<file path="config.mk">
export PLATFORM = sky130hd
export DESIGN_NAME = minterm_encoder_seq_flat
export DESIGN_NICKNAME = d
export VERILOG_FILES = /design/src/rtl/minterm_encoder_seq_pkg.sv /design/src/rtl/minterm_encoder_seq_if.sv /design/src/rtl/minterm_encoder_seq_prio_enc_lsb.sv /design/src/rtl/minterm_encoder_seq.sv /design/src/flat_wrapper.sv
export SDC_FILE = /design/constraint.sdc
export NUM_CORES = 1
export LEC_CHECK = 0
export BUFFER_PORTS_ARGS = -buffer_cell sky130_fd_sc_hd__buf_2
export CAP_MARGIN = 20
export CELL_PAD_IN_SITES_DETAIL_PLACEMENT = 0
export CELL_PAD_IN_SITES_GLOBAL_PLACEMENT = 2
export CORE_MARGIN = 2
export CORE_UTILIZATION = 27
export DETAILED_ROUTE_END_ITERATION = 6
export GPL_ROUTABILITY_DRIVEN = 0
export PLACE_DENSITY_LB_ADDON = 0.1
export SYNTH_ARGS = -nofsm -noshare
export SYNTH_HDL_FRONTEND = slang
export SYNTH_SLANG_ARGS = --single-unit
</file>
<file path="constraint.sdc">
create_clock -name clk -period 2 [get_ports clk]
set_clock_uncertainty 0.2 [all_clocks]
set_input_delay 0.1 -clock clk [delete_from_list [all_inputs] [get_ports clk]]
set_output_delay 0.1 -clock clk [all_outputs]
set_load 0.005 [all_outputs]
</file>
<file path="src/rtl/minterm_encoder_seq_pkg.sv">
// minterm_encoder_seq_pkg: shared widths and FSM state encoding for the minterm encoder.
package minterm_encoder_seq_pkg;
    localparam int MINT_W = 16;
    localparam int MINT_IDX_W = $clog2(MINT_W);
    typedef enum logic [1:0] {
        IDLE = 2'd0,
        SCAN = 2'd1,
        DONE = 2'd2
    } state_t;
endpackage

</file>
<file path="src/rtl/minterm_encoder_seq_if.sv">
// minterm_encoder_seq_if: load request, minterm vector and index stream handshake.
interface minterm_encoder_seq_if;
    import minterm_encoder_seq_pkg::*;
    logic en;
    logic start;
    logic [0:MINT_W-1] m_in;
    logic [MINT_IDX_W-1:0] idx_out;
    logic valid;
    logic ready;
    logic last;
    logic busy;
    logic done;
    logic [MINT_IDX_W:0] count;
    modport master (
        output en, start, m_in, ready,
        input idx_out, valid, last, busy, done, count
    );
    modport slave (
        input en, start, m_in, ready,
        output idx_out, valid, last, busy, done, count
    );
endinterface

</file>
<file path="src/rtl/minterm_encoder_seq_prio_enc_lsb.sv">
// prio_enc_lsb: index of the lowest set bit of v, plus a nonzero flag.
module prio_enc_lsb #(
    parameter int W = 16,
    parameter int IDX_W = 4
) (
    input  logic [W-1:0] v,
    output logic [IDX_W-1:0] idx,
    output logic nz
);
    always_comb begin
        idx = '0;
        for (int k = W - 1; k >= 0; k--)
            if (v[k]) idx = IDX_W'(k);
    end
    assign nz = |v;
endmodule

</file>
<file path="src/rtl/minterm_encoder_seq.sv">
// minterm_encoder_seq: serially emits the index of every set minterm, lowest first,
// over a valid/ready handshake.
module minterm_encoder_seq
    import minterm_encoder_seq_pkg::*;
(
    input  logic clk,
    input  logic rst,
    minterm_encoder_seq_if.slave bus
);
    localparam int W = MINT_W;
    localparam int IDX_W = MINT_IDX_W;
    localparam logic [IDX_W:0] CNT_ONE = (IDX_W + 1)'(1);
    state_t state;
    logic [W-1:0] pending, m_le, rest;
    logic [IDX_W-1:0] low_idx;
    logic [IDX_W:0] cnt;
    logic nz, single;
    // m_in is declared [0:W-1]; bit k must land on weight 2^k so pending-1 clears the lowest minterm
    always_comb begin
        m_le = '0;
        for (int k = 0; k < W; k++)
            m_le[k] = bus.m_in[k];
    end
    prio_enc_lsb #(.W(W), .IDX_W(IDX_W)) u_prio (
        .v(pending),
        .idx(low_idx),
        .nz(nz)
    );
    assign rest = pending & (pending - W'(1));
    assign single = nz && (rest == '0);
    assign bus.idx_out = low_idx;
    assign bus.valid = (state == SCAN);
    assign bus.busy = (state == SCAN);
    assign bus.last = (state == SCAN) && single;
    assign bus.done = (state == DONE);
    assign bus.count = cnt;
    always_ff @(posedge clk) begin
        if (rst) begin
            state <= IDLE;
            pending <= '0;
            cnt <= '0;
        end else begin
            case (state)
                IDLE: if (bus.start && bus.en) begin
                    pending <= m_le;
                    cnt <= '0;
                    state <= (m_le != '0) ? SCAN : DONE;
                end
                SCAN: if (bus.ready) begin
                    pending <= rest;
                    cnt <= cnt + CNT_ONE;
                    if (single) state <= DONE;
                end
                default: state <= IDLE;
            endcase
        end
    end
endmodule
</file>
<file path="src/flat_wrapper.sv">
// flat-port wrapper written by rule: the top's interface ports become plain ports
module minterm_encoder_seq_flat import minterm_encoder_seq_pkg::*;
  (clk, rst, bus_en, bus_start, bus_m_in, bus_ready, bus_idx_out, bus_valid, bus_last, bus_busy, bus_done, bus_count);
  minterm_encoder_seq_if bus_i ();
  input  logic clk;
  input  logic rst;
  input wire logic [$bits(bus_i.en)-1:0] bus_en;
  input wire logic [$bits(bus_i.start)-1:0] bus_start;
  input wire logic [$bits(bus_i.m_in)-1:0] bus_m_in;
  input wire logic [$bits(bus_i.ready)-1:0] bus_ready;
  output wire logic [$bits(bus_i.idx_out)-1:0] bus_idx_out;
  output wire logic [$bits(bus_i.valid)-1:0] bus_valid;
  output wire logic [$bits(bus_i.last)-1:0] bus_last;
  output wire logic [$bits(bus_i.busy)-1:0] bus_busy;
  output wire logic [$bits(bus_i.done)-1:0] bus_done;
  output wire logic [$bits(bus_i.count)-1:0] bus_count;
  assign bus_i.en = bus_en;
  assign bus_i.start = bus_start;
  assign bus_i.m_in = bus_m_in;
  assign bus_i.ready = bus_ready;
  assign bus_idx_out = bus_i.idx_out;
  assign bus_valid = bus_i.valid;
  assign bus_last = bus_i.last;
  assign bus_busy = bus_i.busy;
  assign bus_done = bus_i.done;
  assign bus_count = bus_i.count;
  minterm_encoder_seq u_core (.clk(clk), .rst(rst), .bus(bus_i));
endmodule
</file>
==> results.yml, run 1 <==
synthesis:
  syn_area_sq_mm: 0.00150
  synth.ff_latch_count: 23
  syn_inst: 202
  yosysSeqAreaShare_pct: 30.8
  yosysTopAreaCellShare_pct: 30.8
  synth_area_leader_cell: "dfxtp_1"
  synth_edf_count: 0
  synthFlopType: "dfxtp_1"
  yosysUniqueCellTypes: 49
  synthTopCellsByArea: "dfxtp_1, nor2_1, a21oi_1"
  synthArstFlopShare_pct: 0
  syn-num-nets: 224
  avgSynthCellArea_sq_um: 7.40
  synth_warnings: 0
power:
  ir_drop_uv: 279
  power.static_leakage_nw: 0.972
  p_per_area_mw_per_mm2: 648
  switchingPower_w: 0.000526
  clock_power_share_pct: 19.7
  p_int_w: 0.000985
  p_sw_share_pct: 34.8
  p_seq_share_pct: 34.0
  comb_power_share_pct: 46.3
cts:
  clk_latency_ps: 270
  cts_buffers: 3
  cts-root-buf: "clkbuf_8"
  cts.sinks: 23
  clk_pin_slew_ps: 90
  cts_tree: "yes"
  cts_max_path_buffers: 2
  htreeDepth: 1
die:
  die-area_sq_mm: 0.00615
  fp.dieW_um: 78.4
  rows: 27
  io_pins: 34
  start_util_pct: 27.5
  core-area_sq_mm: 0.00544
  die_y_um: 78.4
global_routing:
  grt_pass1_wl_um: 8460
  grt_usage_pct: 17.4
  grt_max_degree: 23
  globalRouteOverflowTotal: 0
  antenna_found_initial: 0
  grt_pass1_vias: 1693
critical_path:
  cp_max_fo: 5
  end_kind: "primary output"
  crit_type: "reg -> out"
  worst_ep_required_time_ps: 1700
  arrival_ps: 2030
  cp-start-kind: "register"
placement:
  post-place-cells: 327
  hpwl_um: 3840
  numPortBuffers: 33
layout:
  multiInputGateArea_sq_mm: 0.00110
  seqCellArea_sq_um: 477
  fin_nets: 299
  diodes: 0
  instances_no_fill: 348
  drive_above_1_share_pct: 44.6
  layout_common_cells: "buf_4, buf_2, nand2_1, nor2_1, a21oi_1"
  fill_cells: 568
  layout_commonest_cell: "buf_4"
  synthToLayoutAreaGrowth_pct: 55.9
sta:
  fmax_ghz: 0.429
  fin_crit_sh_pct: 117
  drv_slew: 0
  holdWs_ps: -12.6
  worst_slew_pin_slew_ps: 445
  setup_viol_count_final: 4
  relSlewSlack_pct: 70.3
  rsz0062_at_grt: "true"
  hold_viol_final: 1
  setup_ws_ps: -333
  timing.final.crit_period_ps: 2330
detailed_routing:
  wl_um: 5370
  wire_per_inst_um: 15.4
  num_vias: 1808
  viasPerCell: 5.20
  drtPass1Iterations: 4
  initialDrtViolationCount: 123
  drc: 0
  antenna_left: 0
status:
  violations: "negative hold slack, negative setup slack"
  outcome: "finished, violations left"
hold_path:
  min_path_type: "in -> reg"
job:
  drv_cap: 0
## metrics by stage
step | power (W) | utilization (%) | setup TNS [ps] | worst slack, ps | instance area, sq um
5_1_grt | 0.00161 | 42.9 | -1100 | -461 | 2330
3_3_place_gp | 0.00105 | 35.7 | -57.9 | -29.0 | 1940
4_1_cts | 0.00141 | 39.7 | -432 | -299 | 2160
6_report | 0.00151 | 42.9 | -577 | -333 | 2330
3_5_place_dp | 0.00105 | 35.7 | -35.6 | -35.6 | 1940
2_1_floorplan | 0.000812 | - | -2.05 | -2.05 | 1500
## registers in the layout, indices dropped and copies added, names as in the netlist
| register | count |
|---|---|
| u_core.bus.count | 5 |
| u_core.pending | 16 |
| u_core.state | 2 |
## critical path: stages, from the launching register on
cell and delay [ps]:
dfxtp_2 340, nor4_4 330, buf_6 170, nand4_1 140, a221oi_2 250, and3_4 230, nand3_2 80, nor2_2 100
buf_2 110
## power groups by stage
stage                     clock, W  sequential [W]  combinational, W
after floorplan                  0        0.000516          0.000296
after global placement           0        0.000516          0.000533
after detailed placement         0        0.000516          0.000533
after CTS                 0.000307        0.000509          0.000597
after global routing      0.000333        0.000518          0.000761
final                     0.000297        0.000514          0.000700
## cell families after synthesis
group / count (synthesis) / synth area share, %
AO/OA/AOI/OAI: 64 / 28.5
adder cells (fa/ha/maj): 1 / 0.837
XOR/XNOR: 4 / 2.34
buffers and inverters: 21 / 6.61
flip-flops: 23 / 30.8
AND/OR/NAND/NOR: 89 / 31.0
## metal layers
layer  share of wire (%)  GRT usage, %  vias to the layer above  routed length [um]
met5                   0             0                        -                   0
met4                 1.3          5.44                        0                  72
met3                 5.1          2.18                       10                 272
met2                  48          26.6                       66                2550
met1                  46          25.4                      845                2470
li1                    -             -                      887                   -
## final cells by class
class                   count  share of cell area, %
multi-input cells         158                   47.0
repair buffers             85                   25.8
flip-flops and latches     23                   20.5
well taps                  72                   3.86
clock buffers               4                   1.93
inverters                   6                  0.966
## repair_timing
action / in CTS / in global routing
gates resized for setup: 13 / 37
setup endpoints to repair: 5 / 9
gates cloned: 0 / 1
setup buffers: 3 / 3
hold buffers: 10 / 0
endpoints found under the hold margin: 10 / 0
pin swaps: 8 / 18
## path summary, 6_finish.rpt
kind,slack (ps),end,from,depth (start not counted)
setup / recovery,-330,bus_last,u_core.pending[0]$_SDFFE_PP0P_,8
hold reg to reg,350,u_core.bus.count[4]$_SDFFE_PP0P_,u_core.bus.count[4]$_SDFFE_PP0P_,2
hold / removal,-10,u_core.pending[4]$_SDFFE_PP0P_,bus_m_in[11],3
setup reg to reg,-130,u_core.state[0]$_SDFFE_PP0P_,u_core.pending[0]$_SDFFE_PP0P_,8
## synth_stat cells (2+ instances only)
library cell,instances
a22oi_1,5
a211oi_1,2
buf_6,2
a31oi_1,2
a21oi_1,19
nand3_1,4
a2111oi_0,2
xor2_1,4
nor4_1,6
or2_2,2
nand4_1,4
nand2b_1,2
nor3_1,8
o31ai_1,2
dfxtp_1,23
o221ai_1,2
nor4_4,2
o21ai_0,14
nor2_1,27
nor2b_1,2
clkbuf_1,11
inv_1,5
o211ai_1,2
and3_1,2
nand2_1,24
No activity file was read; power rests on OpenSTA's default activity.
==> run 2, diff against run 1 <==
Settings changed: SKIP_LAST_GASP from default to 1.
==> run 2 against run 1 <==
  * Sequential power barely moved
  * Design area decreased by 4.3%
  * First-iteration DRC count up 8.9%
  * Non-clock buffer count down 2
  * Combinational power shrank 9.9%
  * Routed wire length decreased by 4.1%
  * The run still ends with negative hold slack, negative setup slack left
  * Critical path depth unchanged
  * Worst setup slack better by 41 ps
  * Count of clock-buffer cells in the layout stayed put
  * Total power fell by 5.3%
  * Via count decreased by 1.8%
==> results.yml, run 2 (same netlist as run 1, synthesis figures left out) <==
critical_path:
  worst_ep_required_time_ps: 1700
  path_delay_family: "simple AND/OR/NAND/NOR gates"
  max_stage_delay_ps: 340
  path_cells: "nor4_4, buf_6, nand3_1, a2111oi_4, a211o_2, nand3_1, nor2_1, buf_2"
  end_kind: "primary output"
  worst_path_most_repeated_cell: "nand3_1"
  arrival_ps: 1990
  crit_type: "reg -> out"
  cp-start-kind: "register"
  cp_max_fo: 9
  crit_path_top_delay_cell: "dfxtp_2"
  worst-path-buf-inv: 2
cts:
  htreeDepth: 1
  cts_tree: "yes"
  clk_latency_ps: 260
  cts_buffers: 3
  clk_pin_slew_ps: 80
  cts_max_path_buffers: 2
  cts-root-buf: "clkbuf_8"
  cts.sinks: 23
die:
  io_pins: 34
  fp.dieW_um: 78.4
  die-area_sq_mm: 0.00615
  core-area_sq_mm: 0.00544
  rows: 27
  die_y_um: 78.4
  start_util_pct: 27.5
layout:
  layout_common_cells: "buf_4, buf_2, nor2_1, nand2_1, a21oi_1"
  largest_register_ff_count: 16
  synthToLayoutAreaGrowth_pct: 49.2
  fin_nets: 297
  diodes: 0
  fill_cells: 578
  utilization_pct: 41.0
  multiInputGateArea_sq_mm: 0.00103
  largest-register: "u_core.pending"
  layout_commonest_cell: "buf_4"
  drive_above_1_share_pct: 39.1
  seqCellArea_sq_um: 474
global_routing:
  grt_max_degree: 23
  grt_usage_pct: 17.2
  antenna_found_initial: 0
  globalRouteOverflowTotal: 0
  grt_pass1_vias: 1694
  grt_pass1_wl_um: 8400
sta:
  rsz0062_at_grt: "true"
  relSlewSlack_pct: 70.2
  timing.final.crit_period_ps: 2290
  hold_viol_final: 1
  holdWs_ps: -5.62
  setup_ws_ps: -292
  fin_crit_sh_pct: 115
  setup_tns_ps: -459
  worst_slew_pin_slew_ps: 443
  setup_viol_count_final: 4
  drv_slew: 0
  fmax_ghz: 0.436
power:
  p_per_area_mw_per_mm2: 641
  power.static_leakage_nw: 0.947
  ir_drop_uv: 260
status:
  violations: "negative hold slack, negative setup slack"
  outcome: "finished, violations left"
placement:
  place_ws_ps: -35.6
  numPortBuffers: 33
  hpwl_um: 3840
detailed_routing:
  wire_per_inst_um: 14.9
  num_vias: 1775
  wl_um: 5150
  drtPass1Iterations: 4
  initialDrtViolationCount: 134
  antenna_left: 0
  viasPerCell: 5.13
  drc: 0
hold_path:
  min_path_type: "in -> reg"
job:
  drv_cap: 0
==> run 2: changes by cell type in the layout (fill, tap and decap cells not counted), sizes merged <==
cell	before	now
buf	75	73
==> run 2: through the flow <==
stage,hold slack [ps],total power [W],cell area (sq um),cells
final,-5.62,0.00143,2230,346
after global routing,22.0,0.00154,2230,346
after CTS,1.23,0.00141,2140,344
after detailed placement,179,0.00105,1940,327
after global placement,171,0.00105,1940,327
after floorplan,-20.7,0.000812,1500,202
==> run 2: final cells by class <==
cell class                 instances  share of cell area, %
multi-input combinational        158                   46.0
timing repair buffer              83                   25.7
sequential                        23                   21.3
tap                               72                   4.04
clock buffer                       4                   2.02
inverter                           6                   1.01
==> run 2: worst paths after layout <==
| kind | from | to | slack [ps] | cells past startpoint |
|---|---|---|---|---|
| setup / recovery | u_core.pending[1]$_SDFFE_PP0P_ | bus_last | -290 | 8 |
| hold / removal | bus_m_in[11] | u_core.pending[4]$_SDFFE_PP0P_ | -6 | 3 |
| setup reg to reg | u_core.pending[1]$_SDFFE_PP0P_ | u_core.state[0]$_SDFFE_PP0P_ | -100 | 8 |
| hold reg to reg | u_core.bus.count[4]$_SDFFE_PP0P_ | u_core.bus.count[4]$_SDFFE_PP0P_ | 350 | 2 |
==> run 2: metal layers <==
layer	vias to the layer above	share of wire (%)	global-route usage [%]
li1	881	-	-
met1	828	48	25.5
met2	54	46	25.9
met3	12	4.2	2.18
met4	0	1.6	5.26
met5	-	0	0
==> run 2: timing repair <==
| item | in CTS | in global routing |
|---|---|---|
| hold endpoints to repair | 10 | 0 |
| endpoints found under the setup margin | 5 | 9 |
| hold buffers | 10 | 0 |
| buffers inserted | 3 | 2 |
| resized for setup | 11 | 18 |
| pin swaps | 8 | 10 |
==> run 2: worst min-delay path, delay by kind of cell <==
family	cells	cell delay, ps
buffers and inverters	1	100
AO/OA/AOI/OAI	2	210
==> run 2: report_power, final <==
part	total, W	internal, W	switching [W]
registers	0.000511	0.000483	0.0000276
logic	0.000631	0.000322	0.000310
clock network	0.000288	0.000142	0.000146
==> run 3, diff against run 2 <==
Settings changed: CORE_MARGIN 2 to 3, REMOVE_ABC_BUFFERS from default to 1.
==> run 3 against run 2 <==
  * The flow finishes with violations (negative setup slack)
  * Sequential share of layout area fell by 0.40 points
  * Highest routed layer unchanged
  * Combinational power rose by 4.1%
  * Core utilization rose by 2.3 points
==> results.yml, run 3 (same netlist as run 1, synthesis figures left out) <==
status:
  outcome: "finished, violations left"
  violations: "negative setup slack"
layout:
  utilization_pct: 43.3
  seqCellArea_sq_um: 473
  diodes: 0
  drive_above_1_share_pct: 41.7
  multiInputGateArea_sq_mm: 0.00102
  synthToLayoutAreaGrowth_pct: 51.6
  largest_register_ff_count: 16
  largest-register: "u_core.pending"
  layout_commonest_cell: "buf_4"
  layout_common_cells: "buf_4, buf_2, nor2_1, nand2_1, a21oi_1"
  fin_nets: 301
  design_area_sq_mm: 0.00227
  fill_cells: 554
power:
  p_total_w: 0.00148
  comb_power_share_pct: 44.5
  ir_drop_uv: 279
  switchingPower_w: 0.000517
  clock_power_share_pct: 20.9
  power.static_leakage_nw: 0.965
  p_per_area_mw_per_mm2: 651
  p_sw_share_pct: 35.0
  p_seq_share_pct: 34.6
  p_int_w: 0.000959
hold_path:
  min_delay_path_depth: 3
  min_path_type: "in -> reg"
  holdPathEnd: "u_core.pending[9]$_SDFFE_PP0P_"
  hp-start: "bus_m_in[6]"
die:
  io_pins: 34
  start_util_pct: 28.5
  core-area_sq_mm: 0.00524
  rows: 26
  die-area_sq_mm: 0.00647
  fp.dieW_um: 80.4
  die_y_um: 80.4
global_routing:
  grt_max_degree: 23
  antenna_found_initial: 0
  grt_pass1_vias: 1822
  grt_usage_pct: 18.0
  grt_pass1_wl_um: 8970
  globalRouteOverflowTotal: 0
critical_path:
  path_cells: "nor4_4, nand4_1, a221oi_2, and3_4, nand3_2, nor2_2, buf_2"
  cp-start-kind: "register"
  end_kind: "primary output"
  regToRegSetupSlack_ps: -170
  worst_ep_required_time_ps: 1700
  crit_path_top_delay_cell: "nor4_4"
  arrival_ps: 2130
  cp_max_fo: 6
  max_stage_delay_ps: 430
  reg2regPathDepth: 7
  r2r_end: "u_core.state[0]$_SDFFE_PP0P_"
  crit_type: "reg -> out"
  worstReg2RegStart: "u_core.pending[4]$_SDFFE_PP0P_"
cts:
  cts-root-buf: "clkbuf_8"
  cts_max_path_buffers: 2
  clk_pin_slew_ps: 90
  htreeDepth: 1
  cts.sinks: 23
  cts_buffers: 3
  clk_latency_ps: 270
  cts_tree: "yes"
sta:
  fin_crit_sh_pct: 122
  fmax_ghz: 0.411
  worst_slew_pin_slew_ps: 460
  drv_slew: 0
  setup_tns_ps: -791
  setup_viol_count_final: 4
  rsz0062_at_grt: "true"
  relSlewSlack_pct: 69.3
  hold_viol_final: 0
  timing.final.crit_period_ps: 2430
  setup_ws_ps: -434
detailed_routing:
  drtPass1Iterations: 4
  wl_um: 5510
  viasPerCell: 5.26
  antenna_left: 0
  wire_per_inst_um: 15.8
  drc: 0
  initialDrtViolationCount: 86
  num_vias: 1831
job:
  drv_cap: 0
placement:
  place_area_sq_mm: 0.00193
  numPortBuffers: 33
  hpwl_um: 3940
## run 3: changes by cell type in the layout (fill, tap and decap cells not counted), moves of 2 or more
| cell | delta |
|---|---|
| buf_4 | -3 |
| buf_6 | +4 |
| dfxtp_1 | -3 |
| dfxtp_2 | +5 |
| dfxtp_4 | -2 |
| dlygate4sd3_1 | +2 |
## run 3: what timing repair did
| item | in CTS | in global routing |
|---|---|---|
| pin swaps | 13 | 14 |
| gates cloned | 1 | 0 |
| setup endpoints to repair | 5 | 10 |
| endpoints found under the hold margin | 12 | 0 |
| setup buffers | 6 | 4 |
| hold buffers | 12 | 0 |
| resized for setup | 21 | 16 |
## run 3: layout make-up
| class | instances | share of cell area, % |
|---|---|---|
| timing repair buffer | 87 | 27.4 |
| inverter | 6 | 0.993 |
| sequential | 23 | 20.9 |
| tap | 70 | 3.86 |
| clock buffer | 4 | 1.99 |
| multi-input combinational | 158 | 44.9 |
## run 3: stage by stage
stage	hold WS, ps	instances	setup slack, ps
final	18.1	348	-434
after global routing	43.4	348	-561
after CTS	18.6	348	-288
after floorplan	-30.9	187	-322
after global placement	173	325	-37.7
after detailed placement	183	325	-29.0
## run 3: worst max path at each step
stage / start / end / cells past startpoint
finish: u_core.pending[4]$_SDFFE_PP0P_ / bus_last / 7
global route: u_core.pending[4]$_SDFFE_PP0P_ / bus_last / 7
CTS: u_core.pending[7]$_SDFFE_PP0P_ / bus_last / 7
detailed placement: u_core.pending[4]$_SDFFE_PP0P_ / bus_last / 7
global placement: u_core.pending[0]$_SDFFE_PP0P_ / bus_last / 8
floorplan: u_core.state[0]$_SDFFE_PP0P_ / u_core.bus.count[3]$_SDFFE_PP0P_ / 5
## run 3: worst max-delay path: cells and delay by family (launching register included)
family | cells | cell delay, ps
AND/OR/NAND/NOR | 5 | 1080
flip-flops | 1 | 340
AO/OA/AOI/OAI | 1 | 310
buffers and inverters | 1 | 120
## run 3: power by group through the flow
stage               sequential, W  clock [W]  combinational (W)
CTS                      0.000509   0.000319           0.000636
floorplan                0.000536          0           0.000253
global route             0.000515   0.000339           0.000719
finish                   0.000512   0.000308           0.000657
global placement         0.000517          0           0.000536
detailed placement       0.000518          0           0.000534
## run 3: per-layer routing
layer  global-route usage [%]  up-vias  routed length [um]
met5                        0        -                   0
met4                     6.08        0                  74
met3                     3.70        7                 280
met2                     28.9       53                2550
met1                     23.8      878                2600
li1                         -      893                   -
